===== config.mk =====
export PLATFORM = sky130hd
export DESIGN_NAME = branch_fetch_pc_unit
export DESIGN_NICKNAME = d
export VERILOG_FILES = /design/src/rtl/branch_fetch_pc_unit.sv
export SDC_FILE = /design/constraint.sdc
export NUM_CORES = 1
export LEC_CHECK = 0
export BUFFER_PORTS_ARGS = -buffer_cell sky130_fd_sc_hd__buf_4
export CORE_MARGIN = 3
export CORE_UTILIZATION = 53
export CTS_CLUSTER_DIAMETER = 200
export CTS_CLUSTER_SIZE = 10
export DETAILED_ROUTE_END_ITERATION = 12
export PLACE_DENSITY_LB_ADDON = 0.3
export SETUP_SLACK_MARGIN = 0.2
export SYNTH_ARGS = -nofsm -noshare
export SYNTH_HDL_FRONTEND = slang
export SYNTH_SLANG_ARGS = --single-unit

===== constraint.sdc =====
create_clock -name clk -period 6.8 [get_ports clk]
set_clock_uncertainty 0.15 [all_clocks]
set_input_delay 1.7 -clock clk [delete_from_list [all_inputs] [get_ports clk]]
set_output_delay 1.7 -clock clk [all_outputs]
set_load 0.01 [all_outputs]

===== src/rtl/branch_fetch_pc_unit.sv =====
// branch_fetch_pc_unit: fetch next-PC select, in-flight branch queue, predictor update and mispredict redirect
module branch_fetch_pc_unit #(
   parameter int          LOWER    = 5,
   parameter int          DEPTH    = 4,
   parameter logic [63:0] RESET_PC = 64'h0
) (
   input  logic                       clk,
   input  logic                       rst,
   input  logic                       stall,
   input  logic                       is_branch,
   input  logic                       pred_taken,
   input  logic [63:0]                pred_target,
   input  logic                       res_valid,
   input  logic                       res_taken,
   input  logic [63:0]                res_target,
   output logic [63:0]                pc,
   output logic [LOWER-1:0]           pred_idx,
   output logic                       fetch_fire,
   output logic                       upd_en,
   output logic [LOWER-1:0]           upd_idx,
   output logic                       upd_taken,
   output logic                       redirect,
   output logic [$clog2(DEPTH):0]     count,
   output logic                       err
);
   localparam int AW = $clog2(DEPTH);
   localparam int CW = AW + 1;
   logic [LOWER-1:0] q_idx [DEPTH];
   logic [63:0]      q_pn  [DEPTH];
   logic [63:0]      q_ft  [DEPTH];
   logic [AW-1:0]    head, tail;
   logic [63:0]      fallthrough, pnext, actual;
   logic             push, pop, mispredict;
   always_comb begin
      pred_idx    = pc[LOWER+1:2];
      fetch_fire  = !stall && !(is_branch && count == CW'(DEPTH));
      fallthrough = pc + 64'd4;
      pnext       = (is_branch && pred_taken) ? pred_target : fallthrough;
      push        = fetch_fire && is_branch;
      pop         = res_valid && count != '0;
      actual      = res_taken ? res_target : q_ft[head];
      mispredict  = pop && actual != q_pn[head];
   end
   // Entry storage needs no reset: count alone decides which slots are live.
   always_ff @(posedge clk) begin
      if (push) begin
         q_idx[tail] <= pred_idx;
         q_pn[tail]  <= pnext;
         q_ft[tail]  <= fallthrough;
      end
   end
   always_ff @(posedge clk) begin
      if (rst) begin
         pc        <= RESET_PC;
         head      <= '0;
         tail      <= '0;
         count     <= '0;
         upd_en    <= 1'b0;
         upd_idx   <= '0;
         upd_taken <= 1'b0;
         redirect  <= 1'b0;
         err       <= 1'b0;
      end else begin
         upd_en   <= pop;
         redirect <= mispredict;
         err      <= err || (res_valid && count == '0);
         if (pop) begin
            upd_idx   <= q_idx[head];
            upd_taken <= res_taken;
         end
         if (mispredict) begin
            pc    <= actual;
            head  <= '0;
            tail  <= '0;
            count <= '0;
         end else begin
            if (fetch_fire) pc <= pnext;
            if (push) tail <= tail + 1'b1;
            if (pop) head <= head + 1'b1;
            count <= count + CW'(push) - CW'(pop);
         end
      end
   end
endmodule


==> results.env, run 1 <==
SYNTHESIS.AREA_UM2=27900
CP.BUFFERS_INVERTERS=3
TOTALNEGATIVESETUPSLACK_NS=0
CPLARGESTDELAYFAMILY='simple AND/OR/NAND/NOR gates'
CELL_AT_THE_ROOT_OF_THE_CLOCK_TREE='clkbuf_16'
LEAK_nW=10.8
POSTROUTEANTENNANETS=0
NUMBER_OF_SYNTHESIZED_FLOPS_WITH_AN_ENABLE_PIN=532
CRITICAL_PATH.REG2REG.ENDPOINT='pc[21]$_SDFFE_PP0P_'
WORST-PATH-STAGES=11
ASYNC_RESET_FF_SHARE_PCT=0
HPWL_AFTER_DETAILED_PLACEMENT_UM=57200
UNREPAIRED_SETUP_ENDPOINTS_AFTER_GLOBAL_ROUTING='no'
FINAL-HOLD-VIOLATION-COUNT=0
DETAIL_ROUTED_VIA_COUNT_PER_CELL=6.59
SYNTH-SEQ-AREA-SHARE_PCT=63.1
ANTENNA_DIODE_INSTANCE_COUNT=0
TIMING.CRITICAL_PATH.REQUIRED_NS=7.12
GRT_MAX_DEGREE=105
CELLPOWERDENSITY_nW_PER_UM2=328
CTS-BUFFERS-INSERTED=71
SYNTH_FP_NETS=2081
POWER.IR.VDD_WORST_uV=284
CTS-HTREE-LEVELS=3
DIE_AREA_UM2=55500
WIRE_LENGTH_OF_THE_FIRST_GLOBAL_ROUTING_PASS_UM=124000
OUTCOME='completed'
FINAL_CRITICAL_PERIOD_NS=5.51
GRT_OVERFLOW_TOTAL=0
CTS_TREE='done'
ROWS=83
CRIT_PATH_MAX_FANOUT=33
FINAL_CORE_UTILIZATION_PCT=62.2
HOLD_PATH_END='upd_idx[0]$_SDFFE_PP0P_'
MAXCLOCKFREQUENCY_GHz=0.181
WORSTPATHCELLLIST='buf_4, nor2b_4, buf_4, a22o_1, nor3_1, nor4_1, nand4_1, nor4_4, a21oi_4, buf_4, mux2_1'
CLK-INSERTION-DELAY-LATE_NS=0.61
TIMING.CRITICAL_PATH.SLOWEST_STAGE_CELL='nor2b_4'
CRITPATHCAPTURETYPE='flip-flop'
ROUTED_WIRE_LENGTH_PER_INSTANCE_UM=30.0
FINALMAXSLEWVIOLATIONS=0
NUMBER_OF_SYNTHESIZED_REGISTER_BITS=614
CLK_TRANSITION_REPORTED_PATHS_NS=0.06
YOSYS_WARNINGS=0
IOPINCOUNT=217
FLOORPLAN.INITIALDENSITY_PCT=54.0
FLOW.AREA_GROWTH_FROM_SYNTHESIS_PCT=15.2
GLOBALPLACE.CONGESTION=0.930
CTS.HOLD.BUFFERS_ADDED=0
TIGHTEST_SLEW_NS=1.20
WL_UM=86200
NETLIST-CELL-TYPE-COUNT=66
MET3_ROUTING_RESOURCE_USAGE_AFTER_GLOBAL_ROUTING_PCT=8.90
GRT_MOST_USED_LAYER='met2'
FIRST_GLOBAL_VIAS=18434
START_TO_END_TYPE_OF_THE_WORST_SETUP_PATH='in2reg'
CLOCK_SINK_COUNT=614
REG2REG_SLACK_NS=1.72
DETAILEDROUTE.FIRSTITERATIONVIOLATIONS=2365
DIE_WIDTH_UM=236
POST_SYNTH.CELL_AREA_AVG_UM2=14.4
TOTAL_VIAS_IN_THE_FINAL_ROUTE=18950
MIN_PATH_TYPE='reg2reg'
REG2REG_DEPTH=10
DRT_PRE_ANTENNA_ITERS=6
SETUP-VIOLATIONS-FINAL=0
USE_MET1_PCT=42.5
DIEHEIGHT_UM=236
POST_SYNTH_INST_COUNT=1938
TIMING.CRITICAL_PATH.ARRIVAL_NS=5.83
DRT_DRC_VIOLATIONS_LEFT=0
POST_CTS_RESIZED=0
POST_ROUTE_FRACTION_OF_THE_PERIOD_CONSUMED_BY_THE_CRITICAL_PATH_PCT=81.1
FINAL_NET_COUNT=2288
LAYOUT_CELL_SHARE_WITH_DRIVE_STRENGTH_BEYOND_1_PCT=22.0
CRIT_PATH_MAX_INCR_DELAY_NS=0.69
POSTSYNTH.TOPFLOPCELL='edfxtp_1'
SLEW_HEADROOM_PCT=20.0
PORT_BUFFERS=216
WHS_PATH_DEPTH=2
MAX-CLOCK-PATH-BUFFERS=3
TIMING.HOLD.WORST.START='upd_idx[0]$_SDFFE_PP0P_'
GRTUSAGETOTAL_PCT=30.4
GRT_UTIL_MET2_PCT=46.2
CORE-AREA_UM2=51700
POST_CTS_BUFFERS=0
NUMBER_OF_ANTENNA_VIOLATIONS_AT_THE_FIRST_CHECK_IN_GLOBAL_ROUTING=1
CPMOSTUSEDCELL='buf_4'
SETUP.WORST_PATH.START_CLASS='input port'
TIMING.MAX_CAP.VIOLATIONS=0
worst max path at each step:
stage	slack (ns)	endpoint	start
2_1_floorplan	0.36	q_ft[0][0]$_DFFE_PP_	is_branch
3_3_place_gp	0.91	pc[25]$_SDFFE_PP0P_	res_taken
3_5_place_dp	0.80	pc[17]$_SDFFE_PP0P_	res_taken
4_1_cts	1.41	pc[17]$_SDFFE_PP0P_	res_taken
5_1_grt	1.17	pc[25]$_SDFFE_PP0P_	res_taken
6_report	1.29	pc[21]$_SDFFE_PP0P_	res_taken
final cells by class:
cell class	count	area, µm²
Fill cell	3855	19500
Sequential cell	614	17600
Multi-Input combinational cell	1191	9660
Clock buffer	124	2020
Timing Repair Buffer	251	1960
Tap cell	680	851
Inverter	16	61.3
Clock inverter	1	8.76
layout by cell type, fill, tap and decap left out, drive strengths merged, types with 16 or more instances in the layout:
cell type / netlist / final
buf: 60 / 251
mux4: 69 / 69
xor2: 22 / 22
nor2b: 64 / 64
dfxtp: 82 / 82
mux2i: 157 / 157
nor3: 87 / 87
nand2b: 18 / 18
and3: 17 / 17
nor4: 68 / 68
clkbuf: 57 / 124
edfxtp: 532 / 532
o21a: 51 / 51
nor2: 104 / 104
a21boi: 16 / 16
a221oi: 22 / 22
nand4: 36 / 36
nand2: 96 / 96
xnor2: 41 / 41
a22oi: 18 / 18
a22o: 48 / 48
nand3: 26 / 26
mux2: 63 / 63
a21oi: 50 / 50
report_power, final:
| part | leakage, nW | total (mW) | internal (mW) | switching [mW] |
|---|---|---|---|---|
| Sequential | 5.60 | 5.05 | 4.69 | 0.359 |
| Clock | 0.964 | 3.43 | 2.00 | 1.43 |
| Combinational | 4.24 | 2.07 | 0.800 | 1.27 |
cells by family (layout without fill, tap and decap cells):
kind of cell | Yosys count | count (layout) | synth area share (%)
xor gates and xnor gates | 63 | 63 | 1.98
adders and majority gates | 8 | 8 | 0.385
and+or+nand+nor | 559 | 559 | 10.6
muxes | 289 | 289 | 13.7
buffers and inverters | 133 | 392 | 2.58
AOI/OAI and AO/OA | 272 | 272 | 7.67
DFF | 614 | 614 | 63.1
worst register-to-register path: cells and delay by family, from the launching register on:
family	cells	cell delay, ns
multiplexers	1	0.34
flip-flops	1	0.82
buffers and inverters	2	0.80
AND/OR/NAND/NOR	5	2.21
AO/OA/AOI/OAI	2	0.62
routing by layer:
metal / vias to the layer above / part of all wire [%] / wire (µm)
met5: - / 0 / 0
met4: 0 / 3.5 / 2990
met3: 178 / 12 / 10700
met2: 1271 / 45 / 39100
met1: 9468 / 39 / 33400
li1: 8033 / - / -
state kept, by name, summed over array words and instances, names as in the netlist, named ones only:
register / flops
tail: 2
head: 2
pc: 64
upd_en: 1
q_pn: 256
q_ft: 256
count: 3
upd_taken: 1
redirect: 1
q_idx: 20
upd_idx: 5
err: 1
per-stage QoR:
step	hold slack [ns]	area (µm²)	power, mW	std cells	setup WS (ns)
3_3_place_gp	0.292	30200	7.07	2752	0.910
4_1_cts	0.311	32200	10.5	2877	1.41
3_5_place_dp	0.303	30200	7.14	2752	0.796
5_1_grt	0.336	32200	10.9	2877	1.17
2_1_floorplan	0.331	27900	6.18	1938	0.365
6_report	0.312	32200	10.6	2877	1.29
synth_stat cells (8+ instances only):
master,number,area (µm²)
mux2_1,19,214
buf_2,20,100
nor3_1,87,435
clkbuf_1,57,214
buf_1,9,33.8
mux2_2,44,495
nor3b_1,15,113
buf_6,12,135
xor2_1,22,193
nor4_1,64,400
nor2b_1,64,400
mux4_2,69,1550
nand2b_1,18,113
a221oi_2,20,300
a22oi_1,18,135
edfxtp_1,532,16000
nor2_1,103,387
nand4_1,36,225
a22o_1,48,420
o221a_1,10,113
buf_4,15,113
a21boi_0,14,105
o21a_1,51,383
and3_1,17,106
dfxtp_1,82,1640
nand3_1,26,130
and4_1,8,70.1
mux2i_1,157,1570
nand2_1,96,360
xnor2_1,41,359
a21oi_1,49,245
o21ai_0,14,70.1
inv_1,16,60.1
Note: power is estimated with default switching activity, not from simulation.
==> run 2: changes to the inputs <==
--- a/config.mk
+++ b/config.mk
@@ -5,6 +5,7 @@
 export SDC_FILE = /design/constraint.sdc
 export NUM_CORES = 1
 export LEC_CHECK = 0
+export ABC_AREA = 1
 export BUFFER_PORTS_ARGS = -buffer_cell sky130_fd_sc_hd__buf_4
 export CORE_MARGIN = 3
 export CORE_UTILIZATION = 53
==> constraint.sdc (replaced) <==
create_clock -name clk -period 5.2 [get_ports clk]
set_clock_uncertainty 0.15 [all_clocks]
set_input_delay 1.3 -clock clk [delete_from_list [all_inputs] [get_ports clk]]
set_output_delay 1.3 -clock clk [all_outputs]
set_load 0.01 [all_outputs]
==> run 2 against run 1 <==
Against the previous run:
- core utilization down 0.71 points
- first-iteration DRC count up 21%
- non-clock buffer count up 3
- critical path type is now reg2reg
- critical endpoint is now pc[53]$_SDFFE_PP0P_
- largest power group unchanged
- highest routed layer is now met5
==> results.env, run 2 <==
CTS-HTREE-LEVELS=3
START_TO_END_TYPE_OF_THE_WORST_SETUP_PATH='reg2reg'
DETAILEDROUTE.FIRSTITERATIONVIOLATIONS=2858
SETUP.WORST_PATH.START_CLASS='flip-flop'
TOTALNEGATIVESETUPSLACK_NS=0
YOSYS.AREA.TOP_TYPE_SHARE_PCT=51.9
HPWL_AFTER_DETAILED_PLACEMENT_UM=59900
HOLD_PATH_END='err$_SDFF_PP0_'
REG2REG_SLACK_NS=1.08
OUTCOME='completed'
FIRST_GLOBAL_VIAS=23447
SYNTH_FP_NETS=3855
TIMING.CRITICAL_PATH.ARRIVAL_NS=4.42
REG2REG_DEPTH=18
CRIT_PATH_MAX_FANOUT=9
WIRE_LENGTH_OF_THE_FIRST_GLOBAL_ROUTING_PASS_UM=140000
LAYOUT_COMMON_CELLS='nand2_1, edfxtp_1, inv_1'
POST_CTS_BUFFERS=0
LARGEST_REGISTERS='q_ft (256), q_pn (256), pc (64)'
DIEHEIGHT_UM=247
ROWS=87
MAIN_COMBINATIONAL_CELL_FAMILY_BY_AREA_AFTER_SYNTHESIS='simple AND/OR/NAND/NOR gates'
WL_UM=93800
CRITPATHCAPTURETYPE='flip-flop'
FINAL_AREA_UM2=35000
POST-PLACE-WS_NS=0.751
LAYOUT_CELL_SHARE_WITH_DRIVE_STRENGTH_BEYOND_1_PCT=10.1
FINAL_CRITICAL_PERIOD_NS=4.12
TIMING.MAX_CAP.VIOLATIONS=0
POWER.IR.VDD_WORST_uV=477
POSTPLACECELLAREA_UM2=33000
POST_CTS_RESIZED=0
MIN_PATH_TYPE='reg2reg'
SYNTHESIS.AREA_UM2=30800
YOSYSTOPAREACELL='edfxtp_1'
CLK_TRANSITION_REPORTED_PATHS_NS=0.06
DRT_PRE_ANTENNA_ITERS=6
NUMBER_OF_SYNTHESIZED_FLOPS_WITH_AN_ENABLE_PIN=532
CLOCK_SINK_COUNT=614
LAYOUT_COMMONEST_CELL='nand2_1'
SYNTHTOPCELLSBYAREA='edfxtp_1, nand2_1, inv_1'
PORT_BUFFERS=216
MAX-CLOCK-PATH-BUFFERS=3
NUMPLACEDINSTANCES=4553
FINALMAXSLEWVIOLATIONS=0
DIE_WIDTH_UM=247
FILLERS=4818
POST_ROUTE_FRACTION_OF_THE_PERIOD_CONSUMED_BY_THE_CRITICAL_PATH_PCT=79.3
TIMING.HOLD.WORST.START='err$_SDFF_PP0_'
FINAL_NET_COUNT=4013
CELL_AT_THE_ROOT_OF_THE_CLOCK_TREE='clkbuf_16'
YOSYS_WARNINGS=0
SYNTH_XOR_XNOR_AREA_SHARE_PCT=1.39
ANTENNA_DIODE_INSTANCE_COUNT=0
SHARE_OF_CELL_AREA_TAKEN_BY_MUXES_AFTER_SYNTHESIS_PCT=0
CORE-AREA_UM2=56900
CELLPOWERDENSITY_nW_PER_UM2=441
SYNTH_SIMPLE_GATE_AREA_SHARE_PCT=29.1
CTS-BUFFERS-INSERTED=71
FINAL-HOLD-VIOLATION-COUNT=0
FLOW.AREA_GROWTH_FROM_SYNTHESIS_PCT=13.8
SLEW_HEADROOM_PCT=27.1
GRTUSAGETOTAL_PCT=30.6
RR_STARTPOINT='pc[3]$_SDFFE_PP0P_'
DIE_AREA_UM2=61000
NUMBER_OF_ANTENNA_VIOLATIONS_AT_THE_FIRST_CHECK_IN_GLOBAL_ROUTING=3
SYNTH_COMPOUND_AREA_SHARE_PCT=3.40
POSTSYNTH.TOPFLOPCELL='edfxtp_1'
GRT_OVERFLOW_TOTAL=0
FLOORPLAN.INITIALDENSITY_PCT=54.0
ASYNC_RESET_FF_SHARE_PCT=0
LEAK_nW=15.4
FINAL_CRITICAL_PATH_SETUP_SLACK_NS=1.08
NETLIST-CELL-TYPE-COUNT=34
YOSYS-TOP-CELLS-COUNT='nand2_1, edfxtp_1, inv_1, nor2_1, nand3_1'
IOPINCOUNT=217
UNREPAIRED_SETUP_ENDPOINTS_AFTER_GLOBAL_ROUTING='no'
SYNTH-SEQ-AREA-SHARE_PCT=57.3
POST_LAYOUT_NONFILLER_INSTANCES=4675
SETUP-VIOLATIONS-FINAL=0
AREA_SHARE_OF_FA_HA_MAJ_CELLS_AFTER_SYNTHESIS_PCT=0.350
TIMING.CRITICAL_PATH.REQUIRED_NS=5.49
DETAIL_ROUTED_VIA_COUNT_PER_CELL=5.45
GRT_MAX_DEGREE=209
CTS_TREE='done'
GLOBALPLACE.CONGESTION=1.03
CRITICAL_PATH.REG2REG.ENDPOINT='pc[53]$_SDFFE_PP0P_'
MAXCLOCKFREQUENCY_GHz=0.242
ROUTED_WIRE_LENGTH_PER_INSTANCE_UM=20.1
WHS_PATH_DEPTH=2
TOTAL_VIAS_IN_THE_FINAL_ROUTE=25498
NUMBER_OF_SYNTHESIZED_REGISTER_BITS=614
MOST_NUMEROUS_CELL_IN_THE_YOSYS_NETLIST='nand2_1'
CLK-INSERTION-DELAY-LATE_NS=0.60
POST_SYNTH_INST_COUNT=3712
POSTROUTEANTENNANETS=0
POST_SYNTH.CELL_AREA_AVG_UM2=8.29
FIN_TOTAL_PWR_mW=15.4
CTS.HOLD.BUFFERS_ADDED=0
DRT_DRC_VIOLATIONS_LEFT=0
TIGHTEST_SLEW_NS=1.09
-- run 2: critical path: stages (launching register included) --
cell and delay (ns):
dfxtp_1 0.60, nand2_1 0.14, nor2_1 0.28, nand2_1 0.09, buf_4 0.17, nor2_1 0.51
nand3_1 0.27, nor2_1 0.39, nand2_1 0.22, nor2_1 0.23, nand2_1 0.08, nand2_1 0.06
nand2_1 0.12, o21ai_0 0.26, nor2_1 0.07, nand2_1 0.11, nand2_1 0.07, nor2_1 0.10
nor2_1 0.04
-- run 2: layout make-up --
| type | count | area, µm² | area share [%] |
|---|---|---|---|
| Clock inverter | 1 | 8.76 | 0.0250 |
| Clock buffer | 121 | 2010 | 5.73 |
| Inverter | 469 | 1770 | 5.05 |
| Tap cell | 756 | 946 | 2.70 |
| Sequential cell | 614 | 17600 | 50.3 |
| Timing Repair Buffer | 254 | 2090 | 5.98 |
| Multi-Input combinational cell | 2460 | 10600 | 30.2 |
-- run 2: how the worst max path moves through the flow --
stage,cells past startpoint,start,slack (ns),to
2_1_floorplan,3,is_branch,-0.64,q_ft[0][0]$_DFFE_PP_
3_3_place_gp,17,res_taken,0.78,tail[1]$_SDFFE_PP0P_
3_5_place_dp,16,res_taken,0.75,tail[1]$_SDFFE_PP0P_
4_1_cts,18,pc[3]$_SDFFE_PP0P_,1.26,pc[45]$_SDFFE_PP0P_
5_1_grt,20,flip-flop,0.90,tail[1]$_SDFFE_PP0P_
6_report,18,pc[3]$_SDFFE_PP0P_,1.08,pc[53]$_SDFFE_PP0P_
-- run 2: logic make-up (layout without fill, tap and decap cells) --
logic type,count (synthesis),in the layout
AO/OA/AOI/OAI,198,198
flip-flops,614,614
AND/OR/NAND/NOR,2205,2205
XOR/XNOR,49,49
buffers and inverters,638,845
adder cells (fa/ha/maj),8,8
-- run 2: power by group --
group / internal (mW) / switching, mW / total, mW
clock: 2.60 / 1.87 / 4.47
combinational: 1.39 / 3.17 / 4.56
sequential: 6.01 / 0.392 / 6.40
total: 10.0 / 5.43 / 15.4
-- run 2: routing by layer --
layer  up-vias  track usage, %  part of all wire, %
li1      12073               -                    -
met1     11828            42.4                   40
met2      1408            46.8                   45
met3       187            6.69                   12
met4         2            13.0                  4.0
met5         -               0                0.014
-- run 2: per-stage QoR --
step | hold slack (ns) | utilization [%]
floorplan | 0.324 | -
global placement | 0.294 | 58.0
detailed placement | 0.297 | 58.0
CTS | 0.307 | 61.5
global route | 0.320 | 61.5
finish | 0.308 | 61.5
